`src/rtl/fifo_wr_pkg.sv`:
```
// rtl/fifo_wr_pkg.sv - state encoding and shared defaults for the FIFO test controllers
package fifo_wr_pkg;

    typedef enum logic [1:0] {
        ST_IDLE  = 2'd0,
        ST_DELAY = 2'd1,
        ST_WRITE = 2'd2
    } state_t;

    // Default pattern width, shared with the read-side controller.
    localparam int DATA_W_DEF = 8;

    // Settle counter width; covers the full 1..255 settle range.
    localparam int DLY_W = 8;

endpackage

```
`src/rtl/fifo_wr_sync_2ff.sv`:
```
// rtl/fifo_wr_sync_2ff.sv - two-flop synchronizer for a single-bit flag, reset value 0
module sync_2ff (
    input  logic clk,
    input  logic rst_n,
    input  logic i_d,
    output logic o_q
);

    logic r_meta;
    logic r_sync;

    always_ff @(posedge clk or negedge rst_n) begin
        if (!rst_n) begin
            r_meta <= 1'b0;
            r_sync <= 1'b0;
        end else begin
            r_meta <= i_d;
            r_sync <= r_meta;
        end
    end

    assign o_q = r_sync;

endmodule

```
`src/rtl/fifo_wr.sv`:
```
// rtl/fifo_wr.sv - write-side burst controller: wait for empty, settle, burst until almost_full
module fifo_wr
    import fifo_wr_pkg::*;
#(
    parameter int DATA_W     = DATA_W_DEF,
    parameter int SETTLE_CYC = 10,
    parameter int DATA_INIT  = 0
) (
    input  logic              wr_clk,
    input  logic              rst_n,
    input  logic              wr_rst_busy,
    input  logic              empty,
    input  logic              almost_full,
    input  logic              full,
    output logic              fifo_wr_en,
    output logic [DATA_W-1:0] fifo_wr_data,
    output logic [15:0]       burst_cnt,
    output logic              ovf_err
);

    localparam logic [DLY_W-1:0]  DLY_LAST   = DLY_W'(SETTLE_CYC - 1);
    localparam logic [DATA_W-1:0] DATA_FIRST = DATA_W'(DATA_INIT);

    state_t            r_state;
    state_t            w_state_nxt;
    logic [DLY_W-1:0]  r_dly;
    logic [DLY_W-1:0]  w_dly_nxt;
    logic              r_wr_en;
    logic              w_wr_en_nxt;
    logic [DATA_W-1:0] r_data;
    logic [DATA_W-1:0] w_data_nxt;
    logic [15:0]       r_burst;
    logic [15:0]       w_burst_nxt;
    logic              r_ovf;
    logic              w_empty_s;

    sync_2ff u_sync_empty (
        .clk   (wr_clk),
        .rst_n (rst_n),
        .i_d   (empty),
        .o_q   (w_empty_s)
    );

    always_ff @(posedge wr_clk or negedge rst_n) begin
        if (!rst_n) begin
            r_state <= ST_IDLE;
            r_dly   <= '0;
            r_wr_en <= 1'b0;
            r_data  <= DATA_FIRST;
            r_burst <= '0;
        end else begin
            r_state <= w_state_nxt;
            r_dly   <= w_dly_nxt;
            r_wr_en <= w_wr_en_nxt;
            r_data  <= w_data_nxt;
            r_burst <= w_burst_nxt;
        end
    end

    always_comb begin
        w_state_nxt = r_state;
        w_dly_nxt   = r_dly;
        w_wr_en_nxt = r_wr_en;
        w_data_nxt  = r_data;
        w_burst_nxt = r_burst;
        // FIFO reset aborts any burst but keeps pattern and burst history intact.
        if (wr_rst_busy) begin
            w_state_nxt = ST_IDLE;
            w_wr_en_nxt = 1'b0;
            w_dly_nxt   = '0;
        end else begin
            unique case (r_state)
                ST_IDLE: begin
                    w_wr_en_nxt = 1'b0;
                    if (w_empty_s) begin
                        w_dly_nxt   = '0;
                        w_state_nxt = ST_DELAY;
                    end
                end
                ST_DELAY: begin
                    if (r_dly == DLY_LAST) begin
                        w_wr_en_nxt = 1'b1;
                        w_data_nxt  = DATA_FIRST;
                        w_state_nxt = ST_WRITE;
                    end else begin
                        w_dly_nxt = r_dly + 1'b1;
                    end
                end
                ST_WRITE: begin
                    // The write on an almost_full edge still lands in the last free slot.
                    w_data_nxt = r_data + 1'b1;
                    if (almost_full) begin
                        w_wr_en_nxt = 1'b0;
                        w_burst_nxt = r_burst + 1'b1;
                        w_state_nxt = ST_IDLE;
                    end
                end
                default: begin
                    w_wr_en_nxt = 1'b0;
                    w_state_nxt = ST_IDLE;
                end
            endcase
        end
    end

    always_ff @(posedge wr_clk or negedge rst_n) begin
        if (!rst_n) begin
            r_ovf <= 1'b0;
        end else if (r_wr_en && full) begin
            r_ovf <= 1'b1;
        end
    end

    assign fifo_wr_en   = r_wr_en;
    assign fifo_wr_data = r_data;
    assign burst_cnt    = r_burst;
    assign ovf_err      = r_ovf;

endmodule

```
`config.mk`:
```
export PLATFORM = sky130hd
export DESIGN_NAME = fifo_wr
export DESIGN_NICKNAME = d
export VERILOG_FILES = /design/src/rtl/fifo_wr_pkg.sv /design/src/rtl/fifo_wr_sync_2ff.sv /design/src/rtl/fifo_wr.sv
export SDC_FILE = /design/constraint.sdc
export NUM_CORES = 1
export LEC_CHECK = 0
export CAP_MARGIN = 5
export CORE_MARGIN = 5
export CORE_UTILIZATION = 47
export CTS_CLUSTER_DIAMETER = 60
export DETAILED_ROUTE_END_ITERATION = 12
export PLACE_DENSITY = 0.75
export SLEW_MARGIN = 20
export SYNTH_ARGS = -nofsm -noshare
export SYNTH_HDL_FRONTEND = slang
export SYNTH_SLANG_ARGS = --single-unit
```
`constraint.sdc`:
```
create_clock -name wr_clk -period 1.6 [get_ports wr_clk]
set_input_delay 0.16 -clock wr_clk [delete_from_list [all_inputs] [get_ports wr_clk]]
set_output_delay 0.16 -clock wr_clk [all_outputs]
set_load 0.02 [all_outputs]
```
==> flow_metrics.py <==
metrics = {
    "outcome": {
        "run_status": "finished, violations left",
        "violations": "setup timing",
    },
    "yosys": {
        "synth.most_common_cell": "sky130_fd_sc_hd__dfrtp_1",
        "dominantRegCellSynth": "sky130_fd_sc_hd__dfrtp_1",
        "netlist_top_cells_count": "sky130_fd_sc_hd__dfrtp_1 (38), sky130_fd_sc_hd__nand2_1 (18), sky130_fd_sc_hd__o21ai_0 (14)",
        "syn_inst": 193,
        "syn_nets": 207,
        "synth.yosys.seq_area_share_pct": 49.06,
        "count_of_flip_flops_with_a_built_in_enable_after_synthesis": 0,
        "synthesis.area_per_instance_um2": 10.04,
        "synth_top_cells_by_area": "sky130_fd_sc_hd__dfrtp_1 (49%), sky130_fd_sc_hd__xnor2_1 (5.4%), sky130_fd_sc_hd__ha_1 (5.2%)",
        "ys_warn_count": 0,
        "synth_area_leader_cell": "sky130_fd_sc_hd__dfrtp_1",
        "synth_top_area_share_pct": 49.06,
        "netlist_area_mm2": 0.001938,
        "synth_cell_types": 41,
        "ys_async_sr_fraction_pct": 100.0,
        "synth.ff_latch_count": 38,
    },
    "sta": {
        "worst_slew_margin_rel_pct": 56.12,
        "final.setup.tns_ns": -0.2733,
        "layout_setup_ws_ns": -0.04730,
        "finalHoldViolCount": 0,
        "slew_violations": 0,
        "setup_repair_after_global_routing_missed_its_margin": "yes",
        "clock.fmax_mhz": 607.1,
        "least_margin_pin_slew_ns": 0.6582,
        "setup_violations": 11,
        "hold-worst-slack_ns": 0.3051,
        "period_share_pct": 103.0,
        "fin_clk_skew_ns": 0.008462,
        "layout_min_cycle_time_ns": 1.647,
    },
    "worst_setup_path": {
        "worst_r2r_endpoint": "fifo_wr_data[6]",
        "startpoint_class_of_the_critical_path": "flip-flop",
        "worst_r2r_path_depth": 6,
        "cpLargestDelayFamily": "simple AND/OR/NAND/NOR gates",
        "path_depth": 6,
        "critical_path.n_buffers_inverters": 1,
        "timing.critical_path.fanout_max": 6,
        "setup.worst_path.end": "fifo_wr_data[6]",
        "critical_path.slowest_cell": "sky130_fd_sc_hd__or3_4",
        "critical_path_class": "reg -> reg",
        "worst-endpoint-required_ns": 1.80,
        "startpoint_of_the_worst_setup_timing_path": "r_dly[1]",
        "path_cells": "inv_2 > ha_4 > and4bb_1 > a21oi_2 > or3_4 > o41ai_2",
        "crit-reg2reg-launch": "r_dly[1]",
        "timing.critical_path.slowest_cell_delay_ns": 0.43,
        "signal_arrival_time_at_the_worst_endpoint_ns": 1.85,
        "worst-r2r-setup-slack_ns": -0.05,
        "worstSetupEndpointType": "flip-flop",
    },
    "power_and_ir_drop": {
        "relative_contribution_of_sequential_cells_to_total_power_pct": 49.8,
        "internal_pwr_total_mw": 1.457,
        "powerDensity_mw_per_mm2": 711.8,
        "reported_net_switching_power_uw": 575.9,
        "power_frac_comb_pct": 16.4,
        "leakage_nw": 1.295,
        "power.ir.vdd_worst_mv": 0.4948,
        "switching_share_pct": 28.33,
        "clock_power_share_pct": 33.7,
    },
    "placement": {
        "numPortBuffers": 31,
        "dpl_hpwl_um": 3206,
        "globalplace.congestion": 0.7927,
        "placedCellCount": 299,
        "cell_area_placed_mm2": 0.002526,
    },
    "routing": {
        "routed_vias": 1766,
        "detail_route.wirelength_um": 4976,
        "drt_pre_antenna_iters": 4,
        "ant_nets": 0,
        "drcViolationCount": 0,
        "dr.first_iter.drc_count": 107,
        "wire_per_inst_um": 15.85,
        "vias_per_cell": 5.624,
    },
    "global_routing": {
        "grt_pass1_vias": 1700,
        "wire_length_of_the_first_global_routing_pass_um": 7859,
        "globalRoute.totalOverflow": 0,
        "grt_util_all_layers_pct": 18.56,
        "antenna_found_initial": 0,
        "grt_max_degree": 30,
    },
    "layout": {
        "fin_util_pct": 71.38,
        "antenna_cells_inserted": 0,
        "layoutNonFillerInstCount": 314,
        "drive_above_1_share_pct": 32.95,
        "fin_nets": 277,
        "syn_to_final_growth_pct": 47.32,
        "post-route-cell-area_mm2": 0.002855,
    },
    "die": {
        "initial_core_utilization_pct": 48.45,
        "core.rowCount": 23,
        "boundaryPins": 32,
        "die_x_um": 74.22,
        "die_height_um": 74.22,
        "fp.dieArea_mm2": 0.005508,
        "design.core.area_mm2": 0.004000,
    },
    "flow_run": {
        "max_cap_violations": 0,
    },
    "clock_tree": {
        "clock_path_buffers": 2,
        "tritoncts": "yes",
        "ctsHtreeMaxLevel": 2,
        "clk_pin_slew_ns": 0.08,
        "cts_num_sinks": 38,
        "tritoncts.num_buffers": 5,
        "cts.root.buffer_cell": "sky130_fd_sc_hd__clkbuf_8",
        "clock_latency_ns": 0.30,
    },
    "min_path": {
        "hold_class": "in -> reg",
    },
}
final cells by class:
class / instances / area (um2)
fillers: 298 / 1145
clock buffers: 5 / 68.82
multi-input cells: 141 / 1106
flip-flops and latches: 38 / 950.9
inverters: 6 / 22.52
well taps: 50 / 62.56
repair buffers: 71 / 623.1
clock inverters: 3 / 21.27
sequential cells by signal (all words and copies together) (netlist names):
signal,count
burst_cnt,16
fifo_wr_data,8
r_dly,8
r_state,2
fifo_wr_en,1
ovf_err,1
u_sync_empty.o_q,1
u_sync_empty.r_meta,1
how the worst min path moves through the flow:
stage	depth (start not counted)	startpoint	to	slack (ns)
2_1_floorplan	0	rst_n	burst_cnt[0]	-0.14
3_5_place_dp	1	rst_n	fifo_wr_data[2]	0.22
4_1_cts	1	empty	u_sync_empty.r_meta	0.31
3_3_place_gp	1	rst_n	fifo_wr_data[3]	0.22
6_report	1	empty	u_sync_empty.r_meta	0.31
5_1_grt	1	empty	u_sync_empty.r_meta	0.29
worst register-to-register path: stages, from the launching register on:
cell                       delay [ns]
sky130_fd_sc_hd__dfrtp_1         0.40
sky130_fd_sc_hd__inv_2           0.08
sky130_fd_sc_hd__ha_4            0.13
sky130_fd_sc_hd__and4bb_1        0.23
sky130_fd_sc_hd__a21oi_2         0.09
sky130_fd_sc_hd__or3_4           0.43
sky130_fd_sc_hd__o41ai_2         0.20
power by group through the flow:
| stage | logic (mW) | registers, mW | clock network, mW |
|---|---|---|---|
| floorplan | 0.114 | 1.03 | 0 |
| global placement | 0.254 | 1.02 | 0 |
| detailed placement | 0.256 | 1.02 | 0 |
| CTS | 0.275 | 1.00 | 0.681 |
| global route | 0.372 | 1.02 | 0.749 |
| finish | 0.334 | 1.01 | 0.686 |
kinds of logic after synthesis:
logic type | count (synthesis) | synth area share [%]
and+or+nand+nor | 71 | 20.21
DFF | 38 | 49.06
buffers and inverters | 14 | 3.034
AOI/OAI and AO/OA | 47 | 15.75
xor gates and xnor gates | 15 | 6.779
adders and majority gates | 8 | 5.165
what timing repair did:
action / 4_1_cts / 5_1_grt
buffers inserted: 4 / 2
gates resized for setup: 9 / 36
endpoints found under the hold margin: 27 / 0
hold buffers: 1 / 0
endpoints found under the setup margin: 24 / 29
pin swaps: 5 / 10
cloned: 0 / 0
per-layer routing:
metal  vias to the layer above  share of wire, %  wire length, um  global-route usage (%)
met1                       879                42             2113                   24.46
met5                         -                 0                0                       0
met3                        11               4.2              209                   4.730
met4                         0               1.6               78                   5.929
li1                        831                 -                -                       -
met2                        45                52             2575                   30.12
stage by stage:
stage / worst slack, ns / power, mW
2_1_floorplan: 0.009225 / 1.146
3_5_place_dp: -0.1189 / 1.280
5_1_grt: -0.1368 / 2.136
6_report: -0.04730 / 2.032
4_1_cts: -0.05181 / 1.961
3_3_place_gp: -0.07418 / 1.276
layout by cell type (no fill, tap or decap), drive strengths merged, types with 3 or more instances in the layout:
| cell | instances |
|---|---|
| nor3 | 3 |
| nand2b | 6 |
| o21ai | 18 |
| nand2 | 18 |
| a21o | 3 |
| o31ai | 6 |
| xor2 | 3 |
| dfrtp | 38 |
| nor2 | 12 |
| nand3 | 7 |
| inv | 6 |
| clkbuf | 5 |
| a31oi | 3 |
| dlymetal6s2s | 3 |
| clkdlybuf4s50 | 27 |
| buf | 40 |
| a21oi | 6 |
| and3 | 4 |
| nand4 | 7 |
| ha | 8 |
| or2 | 3 |
| xnor2 | 12 |
Power figures use the tool's default switching activity.
